## src/rtl/divider_pkg.sv

```systemverilog
// divider_pkg: shared types and widths for the divider issue stage.
//   OP_W           operand width (dividend / divisor)
//   Q_W            quotient width returned by the divider
//   feeder_state_t issue FSM state encoding
//   div_req_t      one queued operand pair
package divider_pkg;

  localparam int OP_W = 8;
  localparam int Q_W  = 9;

  typedef enum logic [1:0] {
    IDLE,
    ISSUE,
    WAIT,
    HOLD
  } feeder_state_t;

  typedef struct packed {
    logic [OP_W-1:0] dividend;
    logic [OP_W-1:0] divisor;
  } div_req_t;

endpackage

```

## src/rtl/divider_feeder_sync_fifo.sv

```systemverilog
// sync_fifo: single-clock FIFO with registered occupancy count.
//   clk, reset        clock, synchronous active-high reset
//   push, wr_data     write request / data (ignored while full)
//   pop, rd_data      read request (ignored while empty) / head entry
//   full, empty       occupancy flags derived from count
//   count             number of stored entries, 0..DEPTH
module sync_fifo #(
  parameter int WIDTH = 16,
  parameter int DEPTH = 4
) (
  input  logic                       clk,
  input  logic                       reset,
  input  logic                       push,
  input  logic [WIDTH-1:0]           wr_data,
  input  logic                       pop,
  output logic [WIDTH-1:0]           rd_data,
  output logic                       full,
  output logic                       empty,
  output logic [$clog2(DEPTH):0]     count
);

  localparam int AW = $clog2(DEPTH);

  logic [WIDTH-1:0] mem [DEPTH];
  logic [AW-1:0]    wr_ptr;
  logic [AW-1:0]    rd_ptr;
  logic             do_push;
  logic             do_pop;

  assign full    = (count == (AW+1)'(DEPTH));
  assign empty   = (count == '0);
  assign do_push = push && !full;
  assign do_pop  = pop && !empty;
  assign rd_data = mem[rd_ptr];

  // DEPTH is a power of two, so pointer overflow is the modulo wrap.
  always_ff @(posedge clk) begin
    if (reset) begin
      wr_ptr <= '0;
      rd_ptr <= '0;
      count  <= '0;
    end else begin
      if (do_push) wr_ptr <= wr_ptr + 1'b1;
      if (do_pop)  rd_ptr <= rd_ptr + 1'b1;
      case ({do_push, do_pop})
        2'b10:   count <= count + 1'b1;
        2'b01:   count <= count - 1'b1;
        default: count <= count;
      endcase
    end
  end

  always_ff @(posedge clk) begin
    if (do_push) mem[wr_ptr] <= wr_data;
  end

endmodule

```

## src/rtl/divider_feeder.sv

```systemverilog
// divider_feeder: queues operand pairs and issues them one at a time to the
// divider's start/busy/finish handshake, returning quotients in order.
//   clk_i, reset_i                          clock, synchronous active-high reset
//   in_valid_i/in_ready_o/in_dividend_i/in_divisor_i   operand stream in
//   div_start_o/div_dividend_o/div_divisor_o           divider request
//   div_busy_i/div_finish_i/div_quotient_i             divider status/result
//   out_valid_o/out_ready_i/out_quotient_o/out_dividend_o/out_divisor_o
//                                                      result stream out
//   pending_o                                          FIFO occupancy
//
// state | meaning
// IDLE  | waiting for a queued pair and an idle divider; pops the head
// ISSUE | one-cycle start pulse, operands already on div_*
// WAIT  | operands held; first finish sample captures the quotient
// HOLD  | result offered on out_*, leaves on out_ready_i
import divider_pkg::*;

module divider_feeder #(
  parameter int DEPTH = 4,
  parameter int OP_W  = divider_pkg::OP_W,
  parameter int Q_W   = divider_pkg::Q_W
) (
  input  logic                     clk_i,
  input  logic                     reset_i,
  input  logic                     in_valid_i,
  output logic                     in_ready_o,
  input  logic [OP_W-1:0]          in_dividend_i,
  input  logic [OP_W-1:0]          in_divisor_i,
  output logic                     div_start_o,
  output logic [OP_W-1:0]          div_dividend_o,
  output logic [OP_W-1:0]          div_divisor_o,
  input  logic                     div_busy_i,
  input  logic                     div_finish_i,
  input  logic [Q_W-1:0]           div_quotient_i,
  output logic                     out_valid_o,
  input  logic                     out_ready_i,
  output logic [Q_W-1:0]           out_quotient_o,
  output logic [OP_W-1:0]          out_dividend_o,
  output logic [OP_W-1:0]          out_divisor_o,
  output logic [$clog2(DEPTH):0]   pending_o
);

  feeder_state_t   state;
  feeder_state_t   state_nxt;
  div_req_t        fifo_wr;
  div_req_t        fifo_rd;
  logic            fifo_full;
  logic            fifo_empty;
  logic            fifo_pop;
  logic            push;
  logic            capture;
  logic [OP_W-1:0] dividend_q;
  logic [OP_W-1:0] divisor_q;
  logic [Q_W-1:0]  quotient_q;

  // Ready is taken from the registered count only; a pop in the same cycle
  // does not reopen a full FIFO.
  assign in_ready_o       = !fifo_full;
  assign push             = in_valid_i && in_ready_o;
  assign fifo_wr.dividend = in_dividend_i;
  assign fifo_wr.divisor  = in_divisor_i;

  sync_fifo #(
    .WIDTH ($bits(div_req_t)),
    .DEPTH (DEPTH)
  ) u_fifo (
    .clk     (clk_i),
    .reset   (reset_i),
    .push    (push),
    .wr_data (fifo_wr),
    .pop     (fifo_pop),
    .rd_data (fifo_rd),
    .full    (fifo_full),
    .empty   (fifo_empty),
    .count   (pending_o)
  );

  always_comb begin
    state_nxt   = state;
    fifo_pop    = 1'b0;
    div_start_o = 1'b0;
    out_valid_o = 1'b0;
    capture     = 1'b0;
    case (state)
      IDLE: begin
        if (!fifo_empty && !div_busy_i) begin
          fifo_pop  = 1'b1;
          state_nxt = ISSUE;
        end
      end
      ISSUE: begin
        div_start_o = 1'b1;
        state_nxt   = WAIT;
      end
      WAIT: begin
        if (div_finish_i) begin
          capture   = 1'b1;
          state_nxt = HOLD;
        end
      end
      HOLD: begin
        out_valid_o = 1'b1;
        // Returning through IDLE keeps a lingering finish level away from
        // the next job's WAIT.
        if (out_ready_i) state_nxt = IDLE;
      end
      default: state_nxt = IDLE;
    endcase
  end

  always_ff @(posedge clk_i) begin
    if (reset_i) begin
      state      <= IDLE;
      dividend_q <= '0;
      divisor_q  <= '0;
      quotient_q <= '0;
    end else begin
      state <= state_nxt;
      if (fifo_pop) begin
        dividend_q <= fifo_rd.dividend;
        divisor_q  <= fifo_rd.divisor;
      end
      if (capture) quotient_q <= div_quotient_i;
    end
  end

  // One operand register pair feeds both the divider and the echoed result,
  // so it stays stable from issue through the output handshake.
  assign div_dividend_o = dividend_q;
  assign div_divisor_o  = divisor_q;
  assign out_dividend_o = dividend_q;
  assign out_divisor_o  = divisor_q;
  assign out_quotient_o = quotient_q;

endmodule

```

## config.mk

```make
export PLATFORM = sky130hd
export DESIGN_NAME = divider_feeder
export DESIGN_NICKNAME = d
export VERILOG_FILES = /design/src/rtl/divider_pkg.sv /design/src/rtl/divider_feeder_sync_fifo.sv /design/src/rtl/divider_feeder.sv
export SDC_FILE = /design/constraint.sdc
export NUM_CORES = 1
export LEC_CHECK = 0
export ABC_CLOCK_PERIOD_IN_PS = 3250
export CAP_MARGIN = 20
export CORE_ASPECT_RATIO = 0.7
export CORE_UTILIZATION = 51
export DETAILED_ROUTE_END_ITERATION = 6
export PLACE_DENSITY = 0.79
export SLEW_MARGIN = 25
export SYNTH_ARGS = -nofsm -noshare
export SYNTH_HDL_FRONTEND = slang
export SYNTH_SLANG_ARGS = --single-unit
```

## constraint.sdc

```tcl
create_clock -name clk_i -period 3.25 [get_ports clk_i]
set_clock_uncertainty 0.2 [all_clocks]
set_input_delay 0.4875 -clock clk_i [delete_from_list [all_inputs] [get_ports clk_i]]
set_output_delay 0.4875 -clock clk_i [all_outputs]
set_load 0.1 [all_outputs]
```

==> results.md <==
- Status: complete, no violations
- Synth-to-layout area growth: 22.4%
- CP Capture Type: flip-flop
- Unrepaired setup endpoints after global routing: false
- CP Buf/Inv Count: 2
- Final hold slack: roughly 0.26 ns
- CP Cell Sequence: inv_1 > ha_1 > nand2b_1 > nor2_1 > ha_1 > inv_1 > fa_1 > xor2_1 > or3_1 > a21oi_1
- Worst Path Required: ~3.3 ns
- Nets: around 360
- Number of diodes: 0
- I/O Pins: 78
- Slew headroom: between 30% and 40%
- Synth top area share: about 50%
- Setup_tns: 0 ns
- Fill cell instance count of the final layout: about 540
- Met1 Use GR: 24.9%
- Placement Cell Area: 4560 µm²
- First-pass GRT wire length: approximately 11000 µm
- Final hold vios: 0
- Mean post-synth cell area: roughly 16 µm²
- Die Wd: approximately 110 µm
- Design area: approximately 4800 µm²
- Hold EP: out_quotient_o[4]$_SDFFE_PP0P_
- Worst EP arrival: 2.73 ns
- Final Routed Wirelength: 7160 µm
- Critical Path Source Type: flip-flop
- H-tree level count: 3
- Post-synth net total: around 290
- R2R Path End: u_fifo.count[2]$_SDFFE_PP0P_
- GR peak layer: met2
- Share of the yosys chip area belonging to registers: between 60 and 70%
- HP Class: flip-flop to flip-flop
- CTS buffer count: 9
- Synth warnings: 0
- DRC viols: 0
- Share of layout cells above drive strength 1: between 20 and 30%
- Crit path time final: about 2.6 ns
- Vias: 2228
- Critical path origin: state[0]$_SDFFE_PP0P_
- Worst slew pin tran: between 0.9 and 1 ns
- Synth Cell Area: roughly 4000 µm²
- # rows: 26
- Post-CTS Repair Setup Buffers: 0
- Initial Util: between 50% and 60%
- Root buf cell: clkbuf_8
- Max clock buf depth: 2
- Die Area: about 8000 µm²
- Mux cell area share after synthesis: 9.71%
- Initial antenna violation count: 0
- Worst VDD drop: between 500 and 600 µV
- Met3 Resource Use GR: under 10%
- Max-slew violation count: 0
- Lkg Pwr: about 1.8 nW
- Global route overflow: 0
- Synth Instances: about 250
- Max stage delay on crit path: ~0.37 ns
- Asr flop ratio synth: 0%
- Max Cap Viol: 0
- Flop2flop setup slack: between 0.6 and 0.7 ns
- Dpl ws: 0.380 ns
- CTS sink cnt: 98
- Synth Area in Adders: about 3.7%
- Routed len/inst: ~17 µm
- Post-synth EDFFs: 64
- Synth area leaders: edfxtp_1 49%, dfxtp_1 17%, mux4_2 9.2%
- GPL Wtd Cong: slightly above 0.7
- Die height: 75.3 µm
- Critical path class: flip-flop to flip-flop
- Largest net degree at the start of global routing: 23
- Worst setup margin: 0.607 ns
- Slowest CP cell: fa_1
- Most used DFF post-synth: edfxtp_1
- GRT Util Overall: between 15 and 20%
- PD cells: between 900 and 1000 nW/µm²
- Reg2Reg Depth: 10
- Hold depth: 2
- Detailed Route Iter0 Violations: between 100 and 150
- Synth Area in Compound Gates: between 7 and 8%
- Post-DP HPWL: ~4700 µm
- Cell with the most instances after synthesis: edfxtp_1
- Peak Freq: between 300 and 400 MHz
- # setup viols final: 0
- DRT antenna net count: 0
- Synth area leader: edfxtp_1
- Drt via density: between 5 and 6
- Synth Register Bits: 98
- Top delay family on crit path: adder cells
- Post-synthesis simple-gate area fraction: under 10%
- Clock Pin Slew Worst Setup and Hold Paths: 0.09 ns
- Met2 Use GR: 30.1%
- Worst R2R Start: state[0]$_SDFFE_PP0P_
- Unique masters post-synth: 34
- Core area: 7350 µm²
- Hold-fix buffers, CTS: 0
- CP Max Fanout: 4
- Largest family of logic cells by synthesized area: multiplexers
- I/O Buffers: 77
- XOR/XNOR Fraction of Synth Area: 0.447%
- Drt first pass iters: 4
- Resized cells post-CTS: 0
- Clk Latency, worst-skew pair: around 0.36 ns
- Vias in the first global route: 1993
- CTS tree: done
- Final cycle utilization of the critical path: about four fifths
- HP Start: out_quotient_o[4]$_SDFFE_PP0P_
- Commonest cells post-synth: 64 x edfxtp_1, 34 x dfxtp_1, 18 x buf_4
## tightest hold or removal path, delay by kind of cell (launching register included)
kind | cells | cell delay (ns)
flip-flops | 1 | 0.32
AO/OA/AOI/OAI | 1 | 0.05
AND/OR/NAND/NOR | 1 | 0.05
## kinds of logic after synthesis
kind of cell             after synthesis
AND/OR/NAND/NOR                       45
adder cells (fa/ha/maj)               11
buffers and inverters                 36
AO/OA/AOI/OAI                         39
XOR/XNOR                               2
flip-flops                            98
multiplexers                          18
## where the power goes
part,switching [mW],total (mW),internal (mW)
Sequential,0.130,1.62,1.49
Combinational,1.41,1.92,0.515
Clock,0.433,0.897,0.464
Total,1.97,4.44,2.47
## per-layer routing
layer / vias to the layer above / routed length (µm)
met5: - / 0
met2: 65 / 3520
met4: 0 / 56
li1: 1055 / -
met3: 4 / 358
met1: 1104 / 3230
## how the worst max path moves through the flow
stage,end,slack (ns),cells past startpoint
after floorplan,u_fifo.count[2]$_SDFFE_PP0P_,0.19,9
after CTS,u_fifo.count[2]$_SDFFE_PP0P_,0.61,10
final,u_fifo.count[2]$_SDFFE_PP0P_,0.61,10
after detailed placement,u_fifo.count[2]$_SDFFE_PP0P_,0.38,9
after global placement,u_fifo.count[2]$_SDFFE_PP0P_,0.50,9
after global routing,u_fifo.count[2]$_SDFFE_PP0P_,0.41,10
## layout make-up
cell class	instances	area, µm²	area share (%)
clock buffer	10	138	2.87
clock inverter	6	96.3	2.01
inverter	8	30.0	0.626
multi-input combinational	115	1100	22.9
sequential	98	2600	54.3
tap	98	123	2.56
timing repair buffer	84	706	14.7
## state kept, by name, summed over array words and instances, names as in the netlist
register,count
u_fifo.count,3
div_dividend_o,8
state,2
div_divisor_o,8
u_fifo.rd_ptr,2
out_quotient_o,9
u_fifo.wr_ptr,2
u_fifo.mem,64
## cell usage in the layout (no fill, tap or decap), types with 2 or more instances in the layout
master and count:
xor2_1 2, and3_1 4, clkbuf_8 10, mux4_2 16, nand2_1 11, dfxtp_1 33, inv_1 8, nor2b_1 2
a22o_1 16, a21oi_1 14, nand2b_1 4, bufinv_16 2, clkdlybuf4s50_1 30, buf_4 54, ha_1 10, o21ai_0 2
or3_1 2, a21o_1 2, mux2i_1 2, nand3_1 11, edfxtp_1 64, nor2_1 5
## stage by stage
step | util (%) | instances | power (mW)
after floorplan | - | 249 | 3.26
after global placement | 61.9 | 403 | 3.54
after detailed placement | 62.0 | 403 | 3.58
after CTS | 65.2 | 419 | 4.46
after global routing | 65.2 | 419 | 4.61
final | 65.2 | 419 | 4.44
No activity file was read; power rests on OpenSTA's default activity.
